==> config.mk <==
export PLATFORM = sky130hd
export DESIGN_NAME = avl_arbiter
export DESIGN_NICKNAME = d
export VERILOG_FILES = /design/src/rtl/avl_arbiter.sv
export SDC_FILE = /design/constraint.sdc
export NUM_CORES = 1
export LEC_CHECK = 0
export CAP_MARGIN = 0
export CORE_AREA = 2 2 148 114
export DETAILED_ROUTE_END_ITERATION = 6
export DIE_AREA = 0 0 150 116
export PLACE_DENSITY = 0.74
export SYNTH_ARGS = -nofsm -noshare
export SYNTH_HDL_FRONTEND = slang
export SYNTH_SLANG_ARGS = --single-unit
==> constraint.sdc <==
create_clock -name clock -period 3.2 [get_ports clock]
set_input_delay 0.64 -clock clock [delete_from_list [all_inputs] [get_ports clock]]
set_output_delay 0.64 -clock clock [all_outputs]
set_load 0.05 [all_outputs]
==> src/rtl/avl_arbiter.sv <==
// avl_arbiter: two-port (instruction/data) to single Avalon bridge arbiter.
// Each port has a one-entry pending buffer. At most one downstream
// transaction is outstanding. Requests issue combinationally from IDLE.
// Completions route back combinationally to the port recorded at grant.
//
// Ports:
//   clock, reset            - clock; synchronous active-high reset
//   i_imem_valid/addr       - instruction-port request pulse and address
//   o_imem_ready/rdata      - instruction-port completion pulse and data
//   i_dmem_valid/addr/wdata/wstrb - data-port request (wstrb 0 = load)
//   o_dmem_ready/rdata      - data-port completion pulse and data
//   o_avl_valid/instr/addr/wdata/wstrb - downstream request pulse and fields
//   i_avl_ready/rdata       - downstream completion pulse and data
// Parameter FAIR: 1 = round-robin on ties, 0 = data port always wins ties.
module avl_arbiter #(
   parameter bit FAIR = 1'b1
) (
   input  logic        clock,
   input  logic        reset,
   input  logic        i_imem_valid,
   input  logic [31:0] i_imem_addr,
   output logic [31:0] o_imem_rdata,
   output logic        o_imem_ready,
   input  logic        i_dmem_valid,
   input  logic [31:0] i_dmem_addr,
   input  logic [31:0] i_dmem_wdata,
   input  logic [3:0]  i_dmem_wstrb,
   output logic [31:0] o_dmem_rdata,
   output logic        o_dmem_ready,
   output logic        o_avl_valid,
   output logic        o_avl_instr,
   output logic [31:0] o_avl_addr,
   output logic [31:0] o_avl_wdata,
   output logic [3:0]  o_avl_wstrb,
   input  logic [31:0] i_avl_rdata,
   input  logic        i_avl_ready
);

   localparam int unsigned AW = 32;
   localparam int unsigned DW = 32;
   localparam int unsigned SW = 4;

   typedef enum logic [1:0] {
      ST_IDLE   = 2'd0,
      ST_BUSY_I = 2'd1,
      ST_BUSY_D = 2'd2
   } state_t;

   state_t        r_state;
   state_t        w_next_state;

   logic          r_ip_valid;
   logic [AW-1:0] r_ip_addr;
   logic          r_dp_valid;
   logic [AW-1:0] r_dp_addr;
   logic [DW-1:0] r_dp_wdata;
   logic [SW-1:0] r_dp_wstrb;
   logic          r_last_d;    // 1 = last grant went to data port

   logic          w_i_acc;
   logic          w_d_acc;
   logic          w_i_cand;
   logic          w_d_cand;
   logic [AW-1:0] w_i_addr;
   logic [AW-1:0] w_d_addr;
   logic [DW-1:0] w_d_wdata;
   logic [SW-1:0] w_d_wstrb;
   logic          w_grant_i;
   logic          w_grant_d;

   // Candidate selection and grant. A pulse is accepted only when the port's
   // pending slot is empty and its own transaction is not outstanding; the
   // completion cycle no longer counts as outstanding, so a pulse there is kept.
   always_comb begin
      w_i_acc   = i_imem_valid & ~r_ip_valid &
                  ~((r_state == ST_BUSY_I) & ~i_avl_ready);
      w_d_acc   = i_dmem_valid & ~r_dp_valid &
                  ~((r_state == ST_BUSY_D) & ~i_avl_ready);
      w_i_cand  = (r_state == ST_IDLE) & (r_ip_valid | w_i_acc);
      w_d_cand  = (r_state == ST_IDLE) & (r_dp_valid | w_d_acc);
      w_i_addr  = r_ip_valid ? r_ip_addr  : i_imem_addr;
      w_d_addr  = r_dp_valid ? r_dp_addr  : i_dmem_addr;
      w_d_wdata = r_dp_valid ? r_dp_wdata : i_dmem_wdata;
      w_d_wstrb = r_dp_valid ? r_dp_wstrb : i_dmem_wstrb;
      w_grant_d = w_d_cand & (~w_i_cand | (FAIR == 1'b0) | ~r_last_d);
      w_grant_i = w_i_cand & ~w_grant_d;
   end

   // State register
   always_ff @(posedge clock) begin
      if (reset) begin
         r_state <= ST_IDLE;
      end else begin
         r_state <= w_next_state;
      end
   end

   // Next-state logic; completion cycle always returns to IDLE (turnaround)
   always_comb begin
      w_next_state = r_state;
      case (r_state)
         ST_IDLE: begin
            if (w_grant_d) begin
               w_next_state = ST_BUSY_D;
            end else if (w_grant_i) begin
               w_next_state = ST_BUSY_I;
            end
         end
         ST_BUSY_I, ST_BUSY_D: begin
            if (i_avl_ready) begin
               w_next_state = ST_IDLE;
            end
         end
         default: w_next_state = ST_IDLE;
      endcase
   end

   // Pending buffers and last-grant tracking
   always_ff @(posedge clock) begin
      if (reset) begin
         r_ip_valid <= 1'b0;
         r_ip_addr  <= '0;
         r_dp_valid <= 1'b0;
         r_dp_addr  <= '0;
         r_dp_wdata <= '0;
         r_dp_wstrb <= '0;
         r_last_d   <= 1'b0;
      end else begin
         if (w_grant_i) begin
            r_ip_valid <= 1'b0;
         end else if (w_i_acc) begin
            r_ip_valid <= 1'b1;
            r_ip_addr  <= i_imem_addr;
         end

         if (w_grant_d) begin
            r_dp_valid <= 1'b0;
         end else if (w_d_acc) begin
            r_dp_valid <= 1'b1;
            r_dp_addr  <= i_dmem_addr;
            r_dp_wdata <= i_dmem_wdata;
            r_dp_wstrb <= i_dmem_wstrb;
         end

         if (w_grant_d) begin
            r_last_d <= 1'b1;
         end else if (w_grant_i) begin
            r_last_d <= 1'b0;
         end
      end
   end

   // Output drive; everything held at zero while reset is asserted
   always_comb begin
      o_avl_valid  = 1'b0;
      o_avl_instr  = 1'b0;
      o_avl_addr   = '0;
      o_avl_wdata  = '0;
      o_avl_wstrb  = '0;
      o_imem_ready = 1'b0;
      o_imem_rdata = '0;
      o_dmem_ready = 1'b0;
      o_dmem_rdata = '0;
      if (!reset) begin
         if (w_grant_d) begin
            o_avl_valid = 1'b1;
            o_avl_addr  = w_d_addr;
            o_avl_wdata = w_d_wdata;
            o_avl_wstrb = w_d_wstrb;
         end else if (w_grant_i) begin
            o_avl_valid = 1'b1;
            o_avl_instr = 1'b1;
            o_avl_addr  = w_i_addr;
         end
         if ((r_state == ST_BUSY_I) && i_avl_ready) begin
            o_imem_ready = 1'b1;
            o_imem_rdata = i_avl_rdata;
         end
         if ((r_state == ST_BUSY_D) && i_avl_ready) begin
            o_dmem_ready = 1'b1;
            o_dmem_rdata = i_avl_rdata;
         end
      end
   end

endmodule

==> results.toml, run 1 <==
[grt]
grt_max_degree = 106
antenna_found_initial = 0
gr-total-overflow = 0
first_global_vias = 6180
grt_pass1_wl_um = 35110
grtUsageTotal_pct = 25.27

[worst_setup_path]
worstPathArrival_ns = 2.52
r2r-start = "r_state[1]"
cp.required_ns = 2.56
reg2regPathDepth = 7
critPathLaunch = "i_avl_ready"
reg2reg_slack_ns = 0.88
critPathCapture = "o_avl_addr[11]"
crit_path_start_kind = "input pin"
cp_max_fo = 16
reg2reg_to = "r_dp_wdata[6]"
criticalPathCategory = "in -> out"
crit_path_end_kind = "primary output"

[cts]
cts_buffers = 9
post_cts_buffers = 0
cts_sinks = 105
htree_levels = 3
clkLatencyLatePin_ns = 0.35
cts_tree = "done"
clk_path_buf_depth = 2
root_buffer = "clkbuf_16"
ctsHoldBuffers = 0
clk_pin_slew_ns = 0.07

[timing]
finalMaxSlewViolations = 0
fmax_mhz = 316.6
min_period_over_period_pct = 98.70
hold_viol = 0
rsz0062_at_grt = "yes"
setup_tns_ns = 0
fin_crit_ns = 3.158
hold-worst-slack_ns = 0.4748
setup_viol = 0
slew_headroom_pct = 24.01
clock_skew_ns = 0.01402
worst_pin_slew_ns = 1.140
worst_slack_ns = 0.04172

[route]
vias_per_cell = 5.525
wl_per_cell_um = 18.75
drcViolationCount = 0
wirelength_um = 22520
drt-initial-drc-count = 482
first_pass_iters = 5
vias = 6635
ant_nets = 0

[final_layout]
multi_input_area_um2 = 3612
synthToLayoutAreaGrowth_pct = 77.25
fillers = 1270
finalNonFillerCells = 1201
drive_above_1_share_pct = 19.70
nets = 1125
final_common_cell = "buf_12"
layout_common_cells = "140 x buf_12, 135 x clkdlybuf4s50_1, 103 x a21oi_1, 103 x dfxtp_1"
layout.area.seq_um2 = 2107

[logic_synthesis]
netlist_instances = 760
synth_nets = 900
synth-seq-cells = 105
postSynthAreaPerCell_um2 = 7.874
synth_area_um2 = 5984
yosysSeqAreaShare_pct = 35.12
yosys_warnings = 0
synth.distinct_cells = 36

[placement]
place_inst = 1184
hpwlAfterDp_um = 15550
dpl_worst_slack_ns = 0.01923
gp_congestion = 0.7909
port_buffers = 272

[run_status]
status = "finished, final reports clean"

[die]
initial_core_util_pct = 37.84
die_y_um = 116
io_pins = 273
fp.dieW_um = 150
core_um2 = 15820
fp-row-count = 40
die-area_um2 = 17400

[pwr]
p_leak_nw = 3.770
powerDensity_nw_per_um2 = 743.5
peakVddDrop_uv = 766.5

[min_path]
hp-class = "reg -> reg"

[run]
maxCapViolCount = 0
==> synthesized netlist by cell type (all sizes together) <==
| cell | n | area, um2 |
|---|---|---|
| a21boi | 1 | 7.510 |
| o2111ai | 1 | 15.01 |
| mux2i | 100 | 1001 |
| o21a | 1 | 7.510 |
| and2 | 64 | 400.4 |
| a21o | 1 | 7.510 |
| o32ai | 2 | 17.52 |
| nor2 | 36 | 135.1 |
| inv | 5 | 18.77 |
| clkbuf | 59 | 222.7 |
| a211o | 1 | 8.760 |
| ha | 3 | 37.54 |
| nand2b | 4 | 32.53 |
| nor3 | 2 | 10.01 |
| buf | 22 | 121.4 |
| nand2 | 2 | 7.510 |
| o21ai | 102 | 510.5 |
| nand3 | 100 | 500.5 |
| a21oi | 104 | 524.3 |
| o22ai | 32 | 200.2 |
| dfxtp | 105 | 2102 |
| nand3b | 2 | 15.01 |
| o211ai | 1 | 7.510 |
| or3 | 1 | 6.260 |
| a31oi | 1 | 6.260 |
| and3 | 2 | 12.51 |
| o211a | 1 | 10.01 |
| nor3b | 2 | 20.02 |
| nor2b | 3 | 18.77 |
==> registers in the layout, summed over array words and instances (netlist names) <==
| signal | flops |
|---|---|
| r_dp_addr | 32 |
| r_last_d | 1 |
| r_ip_valid | 1 |
| r_dp_valid | 1 |
| r_dp_wstrb | 4 |
| r_ip_addr | 32 |
| r_dp_wdata | 32 |
| r_state | 2 |
==> report_power, final <==
| group | switching, mW | internal, mW |
|---|---|---|
| Clock | 0.530 | 0.586 |
| Sequential | 0.146 | 1.61 |
| Combinational | 3.02 | 2.00 |
==> how the worst min path moves through the flow <==
stage	cells after the start	end	slack, ns	from
floorplan	2	r_dp_addr[0]	0.45	r_dp_addr[0]
global route	2	r_ip_addr[11]	0.49	r_ip_addr[11]
CTS	2	r_ip_addr[4]	0.48	r_ip_addr[4]
global placement	2	r_dp_addr[5]	0.46	r_dp_addr[5]
detailed placement	2	r_ip_addr[4]	0.47	r_ip_addr[4]
finish	2	r_dp_addr[3]	0.47	r_dp_addr[3]
==> worst max-delay path, cell delays in order <==
cell,delay (ns)
clkdlybuf4s50_1,0.46
nand2b_4,0.17
a21o_1,0.21
a211o_2,0.39
buf_4,0.22
o22ai_1,0.25
buf_12,0.18
==> layout make-up <==
type	count	area share, %
inverters	5	0.1769
flip-flops and latches	105	19.86
clock buffers	11	2.383
repair buffers	295	40.58
well taps	210	2.477
diodes	1	0.02359
clock inverters	5	0.4482
multi-input cells	569	34.05
==> routing by layer <==
layer | part of all wire, % | track usage, % | routed length, um | vias up
li1 | - | - | - | 3171
met1 | 42 | 34.59 | 9522 | 3181
met2 | 47 | 40.79 | 10650 | 266
met4 | 1.0 | 4.969 | 229 | 0
met5 | 0 | 0 | 0 | -
met3 | 9.4 | 6.260 | 2121 | 17
==> timing repair <==
action,4_1_cts,5_1_grt
gates resized for setup,0,9
setup endpoints to repair,0,9
endpoints found under the hold margin,0,0
==> kinds of logic (layout without fill, tap and decap cells) <==
logic type / after synthesis / count (layout) / synth area share (%)
AO/OA/AOI/OAI: 248 / 248 / 22.10
adder cells (fa/ha/maj): 3 / 3 / 0.6273
buffers and inverters: 86 / 316 / 6.063
flip-flops: 105 / 105 / 35.12
multiplexers: 100 / 100 / 16.73
other: 0 / 1 / 0
AND/OR/NAND/NOR: 218 / 218 / 19.36
==> through the flow <==
stage / utilization [%] / power, mW / instance area [um2]
2_1_floorplan: - / 4.622 / 5984
3_3_place_gp: 64.80 / 6.686 / 10250
3_5_place_dp: 64.80 / 6.754 / 10250
4_1_cts: 66.70 / 7.885 / 10550
5_1_grt: 67.06 / 8.284 / 10610
6_report: 67.07 / 7.887 / 10610
Power figures use the tool's default switching activity.
==> run 2, diff against run 1 <==
--- a/config.mk
+++ b/config.mk
@@ -9,7 +9,7 @@
 export CORE_AREA = 2 2 148 114
 export DETAILED_ROUTE_END_ITERATION = 6
 export DIE_AREA = 0 0 150 116
-export PLACE_DENSITY = 0.74
+export PLACE_DENSITY_LB_ADDON = 0.05
 export SYNTH_ARGS = -nofsm -noshare
 export SYNTH_HDL_FRONTEND = slang
 export SYNTH_SLANG_ARGS = --single-unit
==> results.toml, run 2 (synthesis gave the netlist of run 1 again) <==
[timing]
min_period_over_period_pct = 100.1
fin_crit_ns = 3.203
rsz0062_at_grt = "yes"
finalMaxSlewViolations = 0
fmax_mhz = 312.2
setup_viol = 1
slew_headroom_pct = 23.40
hold_viol = 0
clock_skew_ns = 0.006968
worst_slack_ns = -0.002734
worst_pin_slew_ns = 1.144

[cts]
htree_levels = 3
clk_pin_slew_ns = 0.07
cts_sinks = 105
clkLatencyLatePin_ns = 0.35
clk_path_buf_depth = 2
ctsHoldBuffers = 0
root_buffer = "clkbuf_16"
cts_tree = "done"
cts_buffers = 9

[grt]
grt_max_degree = 86
grt_pass1_wl_um = 33600
antenna_found_initial = 1
grtUsageTotal_pct = 24.28
gr-total-overflow = 0
first_global_vias = 6066

[worst_setup_path]
worstPathArrival_ns = 2.56
crit_path_end_kind = "primary output"
cp_max_fo = 47
cp.required_ns = 2.56
criticalPathCategory = "in -> out"
crit_path_start_kind = "input pin"

[die]
die_y_um = 116
die-area_um2 = 17400
core_um2 = 15820
fp-row-count = 40
io_pins = 273
fp.dieW_um = 150
initial_core_util_pct = 37.84

[route]
first_pass_iters = 5
drt-initial-drc-count = 390
wl_per_cell_um = 17.88
vias_per_cell = 5.299
drcViolationCount = 0
ant_nets = 0
vias = 6396
wirelength_um = 21580

[placement]
port_buffers = 272
placed_area_um2 = 9423
gp_congestion = 0.7782
hpwlAfterDp_um = 14620

[final_layout]
fin_area_um2 = 9778
fillers = 1399
nets = 1130
top_regs = "r_dp_addr: 32 flops, r_dp_wdata: 32 flops, r_ip_addr: 32 flops"
drive_above_1_share_pct = 20.20
synthToLayoutAreaGrowth_pct = 63.39
final_common_cell = "clkdlybuf4s50_1"
layout_common_cells = "135 x clkdlybuf4s50_1, 103 x a21oi_1, 103 x dfxtp_1"

[run_status]
violations = "setup timing"
status = "complete, but fails checks"

[min_path]
hp-class = "reg -> reg"

[pwr]
power_mw = 7.673
powerDensity_nw_per_um2 = 784.7
peakVddDrop_uv = 491.8
p_leak_nw = 3.595

[run]
maxCapViolCount = 0
-- run 2: power by group --
part / switching [mW] / internal (mW)
combinational: 2.91 / 1.86
clock: 0.538 / 0.544
sequential: 0.211 / 1.61
total: 3.66 / 4.02
-- run 2: final cells by class --
class                   instances  area, um2  share of cell area (%)
clock buffers                   9      225.2                   2.303
well taps                     210      262.8                   2.687
clock inverters                 7      62.56                  0.6398
diodes                          2      5.005                 0.05118
multi-input cells             569       3618                   37.01
repair buffers                300       3478                   35.57
flip-flops and latches        105       2107                   21.55
inverters                       5      18.77                  0.1919
-- run 2: timing repair --
| action | in CTS | in global routing |
|---|---|---|
| endpoints found under the setup margin | 0 | 20 |
| gates resized for setup | 0 | 11 |
| buffers inserted | 0 | 0 |
-- run 2: metrics by stage --
step / hold slack [ns] / setup WS, ns / cells / TNS [ns] / utilization, %
3_3_place_gp: 0.4608 / 0.05690 / 1189 / 0 / 59.58
6_report: 0.4753 / -0.002734 / 1207 / -0.002734 / 61.83
5_1_grt: 0.4934 / -0.04441 / 1206 / -0.3479 / 61.81
2_1_floorplan: 0.4535 / 0.2134 / 760 / 0 / -
3_5_place_dp: 0.4659 / 0.02650 / 1189 / 0 / 59.58
4_1_cts: 0.4767 / 0.02607 / 1205 / 0 / 61.40
-- run 2: layer usage --
| layer | global-route usage [%] | vias to the layer above | share of wire (%) | routed length (um) |
|---|---|---|---|---|
| met1 | 33.33 | 3003 | 46 | 9905 |
| met2 | 38.30 | 194 | 46 | 9891 |
| met3 | 6.535 | 12 | 7.5 | 1624 |
| li1 | - | 3187 | - | - |
| met5 | 0 | - | 0 | 0 |
| met4 | 5.535 | 0 | 0.76 | 163 |
-- run 2: worst paths after layout --
| kind | startpoint | endpoint | slack, ns | cells past startpoint |
|---|---|---|---|---|
| max | i_avl_ready | o_avl_addr[5] | -0.003 | 7 |
| max reg2reg | r_state[1] | r_ip_addr[25] | 0.68 | 7 |
| min | r_dp_wdata[16] | r_dp_wdata[16] | 0.48 | 2 |
| min reg2reg | r_dp_wdata[16] | r_dp_wdata[16] | 0.48 | 2 |
-- run 2: worst max-delay path, stage by stage --
cell and delay (ns):
clkdlybuf4s50_1 0.46, nand2b_4 0.17, a21o_1 0.21, a211o_2 0.38, buf_12 0.19, o22ai_1 0.28
buf_12 0.18
==> run 3, diff against run 2 <==
--- a/config.mk
+++ b/config.mk
@@ -7,9 +7,11 @@
 export LEC_CHECK = 0
 export CAP_MARGIN = 0
 export CORE_AREA = 2 2 148 114
+export CTS_BUF_LIST = sky130_fd_sc_hd__clkbuf_2
 export DETAILED_ROUTE_END_ITERATION = 6
 export DIE_AREA = 0 0 150 116
 export PLACE_DENSITY_LB_ADDON = 0.05
+export SLEW_MARGIN = 20
 export SYNTH_ARGS = -nofsm -noshare
 export SYNTH_HDL_FRONTEND = slang
 export SYNTH_SLANG_ARGS = --single-unit
==> results.toml, run 3 (synthesis gave the netlist of run 1 again) <==
[die]
initial_core_util_pct = 37.84
die_y_um = 116
io_pins = 273
core_um2 = 15820
fp.dieW_um = 150
die-area_um2 = 17400
fp-row-count = 40

[route]
wl_per_cell_um = 19.24
vias_per_cell = 5.408
first_pass_iters = 5
wirelength_um = 23410
drcViolationCount = 0
ant_nets = 0
drt-initial-drc-count = 448
vias = 6582

[placement]
gp_congestion = 0.7782
hpwlAfterDp_um = 14620
port_buffers = 272

[pwr]
power_mw = 7.896
powerDensity_nw_per_um2 = 764.4
power_switching_mw = 3.972
p_clk_share_pct = 7.8
p_sw_share_pct = 50.30
combPwrFrac_pct = 68.8
p_leak_nw = 3.691
peakVddDrop_uv = 599.5
p_int_mw = 3.924
power_frac_seq_pct = 23.4

[cts]
cts_tree = "done"
ctsHoldBuffers = 0
cts_sinks = 105
htree_levels = 3
clk_path_buf_depth = 2
clkLatencyLatePin_ns = 0.62
cts_buffers = 9
root_buffer = "clkbuf_2"
clk_pin_slew_ns = 0.32

[worst_setup_path]
worstPathArrival_ns = 2.54
crit_path_end_kind = "primary output"
reg2regPathDepth = 7
cp.required_ns = 2.56
cp_max_fo = 12
crit_path_start_kind = "input pin"
criticalPathCategory = "in -> out"

[grt]
first_global_vias = 6058
grt_pass1_wl_um = 33640
gr-total-overflow = 0
grt_max_degree = 86
antenna_found_initial = 1
grtUsageTotal_pct = 24.24

[timing]
rsz0062_at_grt = "yes"
setup_viol = 0
fin_crit_ns = 3.180
hold-worst-slack_ns = 0.4047
worst_pin_slew_ns = 0.9438
hold_viol = 0
clock_skew_ns = 0.03212
fmax_mhz = 314.5
slew_headroom_pct = 37.08
min_period_over_period_pct = 99.36
finalMaxSlewViolations = 0
setup_tns_ns = 0

[final_layout]
top_regs = "r_dp_addr: 32 flops, r_dp_wdata: 32 flops, r_ip_addr: 32 flops"
postLayoutCoreUtil_pct = 65.32
layout_common_cells = "135 x clkdlybuf4s50_1, 103 x a21oi_1, 101 x dfxtp_1"
synthToLayoutAreaGrowth_pct = 72.61
nets = 1141
drive_above_1_share_pct = 27.73
final_common_cell = "clkdlybuf4s50_1"

[run]
maxCapViolCount = 0

[min_path]
hp-class = "in -> reg"
whs_path_depth = 3

[run_status]
status = "finished, final reports clean"
[run 3: worst max-delay path, cell delays in order]
cell and delay, ns:
clkdlybuf4s50_1 0.52, nand2b_4 0.17, a21oi_4 0.08, buf_4 0.17, a211o_4 0.38, clkbuf_16 0.23, o22ai_2 0.17, buf_12 0.17
[run 3: per-stage QoR]
| stage | setup slack [ns] | cell area, um2 | std cells |
|---|---|---|---|
| after floorplan | 0.2134 | 5984 | 760 |
| after global placement | 0.05690 | 9423 | 1189 |
| after detailed placement | 0.02650 | 9423 | 1189 |
| after CTS | -0.1118 | 9599 | 1205 |
| after global routing | -0.05995 | 10330 | 1217 |
| final | 0.02042 | 10330 | 1217 |
[run 3: timing repair]
action,in CTS,in global routing
endpoints found under the hold margin,0,0
endpoints found under the setup margin,68,69
pin swaps,0,6
cloned,0,9
gates resized for setup,23,104
setup buffers,0,2
[run 3: power by group through the flow]
stage	Combinational, mW	Sequential [mW]	Clock [mW]
6_report	5.43	1.85	0.619
5_1_grt	5.72	1.89	0.691
4_1_cts	4.81	1.82	0.642
3_5_place_dp	4.75	1.85	0
3_3_place_gp	4.72	1.84	0
2_1_floorplan	2.89	1.73	0
[run 3: path summary, 6_finish.rpt]
| kind | slack (ns) | end | start |
|---|---|---|---|
| worst max-delay path | 0.02 | o_avl_addr[18] | i_avl_ready |
| worst max register to register | 0.97 | r_ip_addr[25] | r_state[1] |
| worst min register to register | 0.49 | r_ip_addr[10] | r_ip_addr[10] |
| worst min-delay path | 0.40 | r_ip_addr[15] | reset |
[run 3: cell type report]
cell class	count	area (um2)
clock inverter	7	62.56
clock buffer	9	45.04
fill	1357	5485
timing repair buffer	310	3711
sequential	105	2117
inverter	5	23.77
tap	210	262.8
multi-input combinational	570	4105
antenna	1	2.502
[run 3: layer usage]
layer	vias to the layer above	track usage, %	routed length [um]
met2	229	38.30	10830
met1	3109	33.42	10480
met5	-	0	0
li1	3222	-	-
met4	0	4.969	252
met3	22	6.535	1851
==> patch 1, RTL diff (config.mk and constraints of run 2) <==
`FAIR`: 1'b1 -> 1'b0.
--- a/src/rtl/avl_arbiter.sv
+++ b/src/rtl/avl_arbiter.sv
@@ -15,3 +15,3 @@
 module avl_arbiter #(
-   parameter bit FAIR = 1'b1
+   parameter bit FAIR = 1'b0
 ) (
Function: changed (Yosys sat finds a counterexample within 4 cycles, from zero or initial values and one cycle with reset high).
==> patch 1 against run 2 <==
- critical endpoint is now o_avl_wdata[15]
- setup slack gained 0.17 ns
- design area is 6.7% higher
- register-to-register slack improved by 0.24 ns
- wire length down 4.5%
- sequential cell count is 1 lower
- highest routed layer unchanged
- total power fell by 33%
- area after synthesis shrank 0.69%
- count of clock-buffer cells in the layout is 2 higher
- critical path depth unchanged
- largest power group unchanged
- largest cell class is now non-clock buffers
==> patch 1: results (changes against run 2) <==
{| class="wikitable"
! Metric !! Value
|-
| Fillcell total || 1285 (was 1399)
|-
| Transition time of the tightest slew-check pin || 0.893 ns (was 1.14 ns)
|-
| Hold_ws || 0.456 ns (was 0.475 ns)
|-
| Vias post-DR || 5928 (was 6396)
|-
| Detailed placement HPWL || 15700 um (was 14600 um)
|-
| Routed length on met1 || 8340 um (was 9910 um)
|-
| Worst setup slack for register-to-register paths || 0.92 ns (was 0.68 ns)
|-
| Antenna violations before repair || 0 (was 1)
|-
| Via density || 5.00 (was 5.30)
|-
| Sequential element share of the synthesized area || 35.0% (was 35.1%)
|-
| Length of routed met2 wiring || 10400 um (was 9890 um)
|-
| CTS Root Buffer Type || clkbuf_16 (unchanged)
|-
| # diodes || 0 (was 2)
|-
| M1 GR Usage || 27.6% (was 33.3%)
|-
| Maximum level of the CTS H-tree || 3 (unchanged)
|-
| Initial DRC count || 225 (was 390)
|-
| Outcome || finished clean (was finished, violations left)
|-
| GRT met3 Usage || 9.17% (was 6.54%)
|-
| Worst-case vdd ir drop || 314 uV (was 492 uV)
|-
| Total nets after synthesis || 874 (was 900)
|-
| Mean instance size in the synthesized netlist || 8.10 sq um (was 7.87 sq um)
|-
| Vias in the first global route || 6097 (was 6066)
|-
| Largest net degree at the start of global routing || 100 (was 86)
|-
| Arrival time reported for the critical path endpoint || 2.39 ns (was 2.56 ns)
|-
| Cell Area, Placed || 0.0102 sq mm (was 0.00942 sq mm)
|-
| Routed length on met3 || 1750 um (was 1620 um)
|-
| Total global routing track utilization || 23.7% (was 24.3%)
|-
| Placer congestion estimate || 0.803 (was 0.778)
|-
| Worst Skew || 0.00697 ns (about the same)
|-
| Drt first pass iters || 4 (was 5)
|-
| DR WL/cell || 17.4 um (was 17.9 um)
|-
| Final Slew Violations || 0 (unchanged)
|-
| Number of nets in the finished design || 1111 (was 1130)
|-
| Count of placed standard cells including taps || 1170 (was 1189)
|-
| Peak fanout along the critical path || 40 (was 47)
|-
| Worst setup path end || o_avl_wdata[15] (was o_avl_addr[5])
|-
| Leakage || 3.81 nW (was 3.59 nW)
|-
| Post-synth cell types || 30 (was 36)
|-
| Endpoint of the worst hold path || r_dp_addr[16] (was r_dp_wdata[16])
|-
| Sw Pwr || 2.02 mW (was 3.66 mW)
|-
| Largest registers in the final layout || r_dp_addr x32, r_dp_wdata x32, r_ip_addr x32 (unchanged)
|-
| Most common library cells after synthesis || 140 x nand2_1, 132 x mux2i_1, 104 x dfxtp_1, 68 x a21oi_1, 65 x and2_1 (was 105 x dfxtp_1, 103 x a21oi_1, 100 x mux2i_1, 100 x nand3_1, 99 x o21ai_0)
|-
| Synth top area cells || dfxtp_1 35%, mux2i_1 22%, nand2_1 8.8% (was dfxtp_1 35%, mux2i_1 17%, a21oi_1 8.6%)
|}
patch 1: changes by cell type after synthesis, sizes merged, moves of 31 or more:
| cell | run 2 | this run |
|---|---|---|
| nand2b | 4 | 65 |
| nand3 | 100 | 4 |
| mux2i | 100 | 132 |
| clkbuf | 59 | 28 |
| a21oi | 104 | 69 |
| o21ai | 102 | 2 |
| nand2 | 2 | 140 |
patch 1: metrics by stage:
stage / utilization, % / worst slack (ns)
5_1_grt: 65.9 / 0.0253
3_5_place_dp: 64.2 / 0.185
2_1_floorplan: - / 0.374
4_1_cts: 65.9 / 0.176
3_3_place_gp: 64.2 / 0.202
6_report: 65.9 / 0.170
patch 1: power by group through the flow:
stage	clock (mW)	combinational (mW)	sequential, mW
global placement	0	2.53	1.59
floorplan	0	1.47	1.55
global route	1.12	2.71	1.60
CTS	1.07	2.59	1.57
finish	1.04	2.56	1.57
detailed placement	0	2.58	1.60
patch 1: cell families after synthesis:
kind of cell             share of synthesized area, %
multiplexers                                     22.2
adder cells (fa/ha/maj)                         0.632
AND/OR/NAND/NOR                                  26.4
buffers and inverters                            5.49
flip-flops                                       35.0
AO/OA/AOI/OAI                                    10.3
patch 1: final cells by class:
cell class	instances	share of cell area, %
Clock inverter	5	0.372
Multi-Input combinational cell	563	34.0
Inverter	5	0.180
Clock buffer	11	2.23
Timing Repair Buffer	288	40.6
Sequential cell	104	20.0
Tap cell	210	2.52
patch 1: worst max-delay path: stages:
cell and delay, ns:
clkdlybuf4s50_1 0.52, nand2b_4 0.17, a21o_1 0.13, nand3b_1 0.18, buf_12 0.24, nor2_1 0.29
buf_12 0.18
==> patch 2, RTL diff (settings of run 2) <==
Without the edit above. The 3 states of `state_t` get a one-hot encoding in 3 bits.
--- a/src/rtl/avl_arbiter.sv
+++ b/src/rtl/avl_arbiter.sv
@@ -42,6 +42,6 @@
 
-   typedef enum logic [1:0] {
-      ST_IDLE   = 2'd0,
-      ST_BUSY_I = 2'd1,
-      ST_BUSY_D = 2'd2
+   typedef enum logic [2:0] {
+      ST_IDLE   = 3'b001,
+      ST_BUSY_I = 3'b010,
+      ST_BUSY_D = 3'b100
    } state_t;
Behaviour: same outputs for any inputs over 4 cycles, from zero or initial values and one cycle with reset high; so few cycles prove little.
==> patch 2 against run 2 <==
- worst hold slack gained 0.0012 ns
- wire length shrank 2.2%
- area after synthesis up 6.3%
- total power shrank 24%
- setup slack better by 0.17 ns
- combinational power down 37%
- die area did not move
- design area grew 13%
- utilization grew 7.7 points
- critical path depth unchanged
- sequential cell count rose by 1
- largest power group unchanged
- sequential power is 3% lower
==> patch 2: results (changes against run 2) <==
{| class="wikitable"
! Metric !! Value
|-
| Cell with the largest stage delay on the worst path || clkdlybuf4s50_1 (unchanged)
|-
| Sequential element share of the synthesized area || 33.4% (was 35.1%)
|-
| Highest cell delay on the worst timing path || 0.44 ns (was 0.46 ns)
|-
| Number of nets in the finished design || 1090 (was 1130)
|-
| First-pass GRT wire length || 32400 um (was 33600 um)
|-
| DR WL/cell || 18.0 um (was 17.9 um)
|-
| Multiplexer share of the synthesized area || 31.5% (was 16.7%)
|-
| Sw Pwr || 2.29 mW (was 3.66 mW)
|-
| Switching power share of the total || 39.1% (was 47.7%)
|-
| Sequential cell power || 1.77 mW (was 1.82 mW)
|-
| Post-placement setup slack || 0.0897 ns (was 0.0265 ns)
|-
| Dominant register cell in the synthesized netlist || dfxtp_1 (unchanged)
|-
| Initial DRC count || 234 (was 390)
|-
| Count of placed standard cells including taps || 1152 (was 1189)
|-
| Transition time of the tightest slew-check pin || 0.716 ns (was 1.14 ns)
|-
| Setup fix buffers added after clock tree synthesis || 0 (unchanged)
|-
| Synth Area in Compound Gates || 4.96% (was 22.1%)
|-
| Drt first pass iters || 4 (was 5)
|-
| Largest net degree at the start of global routing || 92 (was 86)
|-
| Power of the combinational group || 3.00 mW (was 4.77 mW)
|-
| Fillcell total || 1195 (was 1399)
|-
| Leakage || 4.15 nW (was 3.59 nW)
|-
| Detailed Route WL || 21100 um (was 21600 um)
|-
| Total global routing track utilization || 24.0% (was 24.3%)
|-
| Clock network latency to the later pin of the worst-skew pair || 0.35 ns (about the same)
|-
| Peak fanout along the critical path || 14 (was 47)
|-
| Antenna violations before repair || 2 (was 1)
|-
| Arithmetic-cell share of the synthesized area counting full adders, half adders and majority gates || 0% (was 0.627%)
|-
| Vias in the first global route || 6188 (was 6066)
|-
| Total nets after synthesis || 844 (was 900)
|-
| Cells after synthesis || 707 (was 760)
|-
| Fraction of final layout cells sized beyond drive strength 1 || 19.4% (was 20.2%)
|-
| Arrival time reported for the critical path endpoint || 2.39 ns (was 2.56 ns)
|-
| Placer congestion estimate || 0.813 (was 0.778)
|-
| Outcome || finished clean (was finished, violations left)
|-
| Detailed placement HPWL || 16400 um (was 14600 um)
|-
| Via density || 5.08 (was 5.30)
|-
| Synth top area cells || dfxtp_1 33%, mux2i_1 31%, nand2b_1 14% (was dfxtp_1 35%, mux2i_1 17%, a21oi_1 8.6%)
|-
| Worst Skew || 0.00762 ns (was 0.00697 ns)
|-
| Sinks on Clock Net || 106 (was 105)
|-
| Maximum buffer depth of the clock tree || 2 (unchanged)
|-
| Area growth from synthesis to layout || 72.9% (was 63.4%)
|-
| Cell Area, Placed || 0.0107 sq mm (was 0.00942 sq mm)
|-
| Worst-case vdd ir drop || 279 uV (was 492 uV)
|-
| Most common library cells after synthesis || 198 x mux2i_1, 139 x nand2b_1, 106 x dfxtp_1, 72 x nor2_1, 64 x and2_1 (was 105 x dfxtp_1, 103 x a21oi_1, 100 x mux2i_1, 100 x nand3_1, 99 x o21ai_0)
|-
| Post-synth cell types || 29 (was 36)
|}
## patch 2: cell types whose count changed after synthesis, sizes merged, moves of 7 or more
cell    change
a21oi      -98
clkbuf     -19
mux2i      +98
nand2       +7
nand2b    +135
nand3      -99
nor2       +36
o21ai     -101
## patch 2: repair_timing
| item | in CTS | in global routing |
|---|---|---|
| gates resized for setup | 0 | 1 |
| setup endpoints to repair | 0 | 19 |
| hold endpoints to repair | 0 | 0 |
## patch 2: critical path: cells and delay by family
kind                   cells  cell delay (ns)
AOI/OAI and AO/OA          2             0.54
buffers and inverters      3             0.83
and+or+nand+nor            2             0.36
## patch 2: final cells by class
| class | count | share of cell area [%] |
|---|---|---|
| tap | 210 | 2.39 |
| inverter | 1 | 0.0341 |
| clock buffer | 10 | 2.17 |
| antenna | 3 | 0.0682 |
| clock inverter | 5 | 0.409 |
| timing repair buffer | 294 | 39.1 |
| multi-input combinational | 541 | 36.5 |
| sequential | 106 | 19.3 |
## patch 2: final timing paths
check | start | end | slack (ns) | cells past startpoint
min reg2reg | r_dp_addr[31] | r_dp_addr[31] | 0.48 | 2
min | r_dp_addr[31] | r_dp_addr[31] | 0.48 | 2
max | i_avl_ready | o_avl_addr[7] | 0.17 | 7
max reg2reg | r_ip_valid | r_ip_addr[23] | 0.92 | 6
## patch 2: cell families after synthesis
logic type | Yosys count
AO/OA/AOI/OAI | 47
flip-flops | 106
multiplexers | 200
buffers and inverters | 60
AND/OR/NAND/NOR | 294
## patch 2: per-layer routing
layer  GRT usage, %  share of wire, %  vias up
met4           5.97               1.9        0
met3           10.2               9.2       23
met5              0                 0        -
met1           25.6                38     2852
met2           44.1                51      182
li1               -                 -     2884
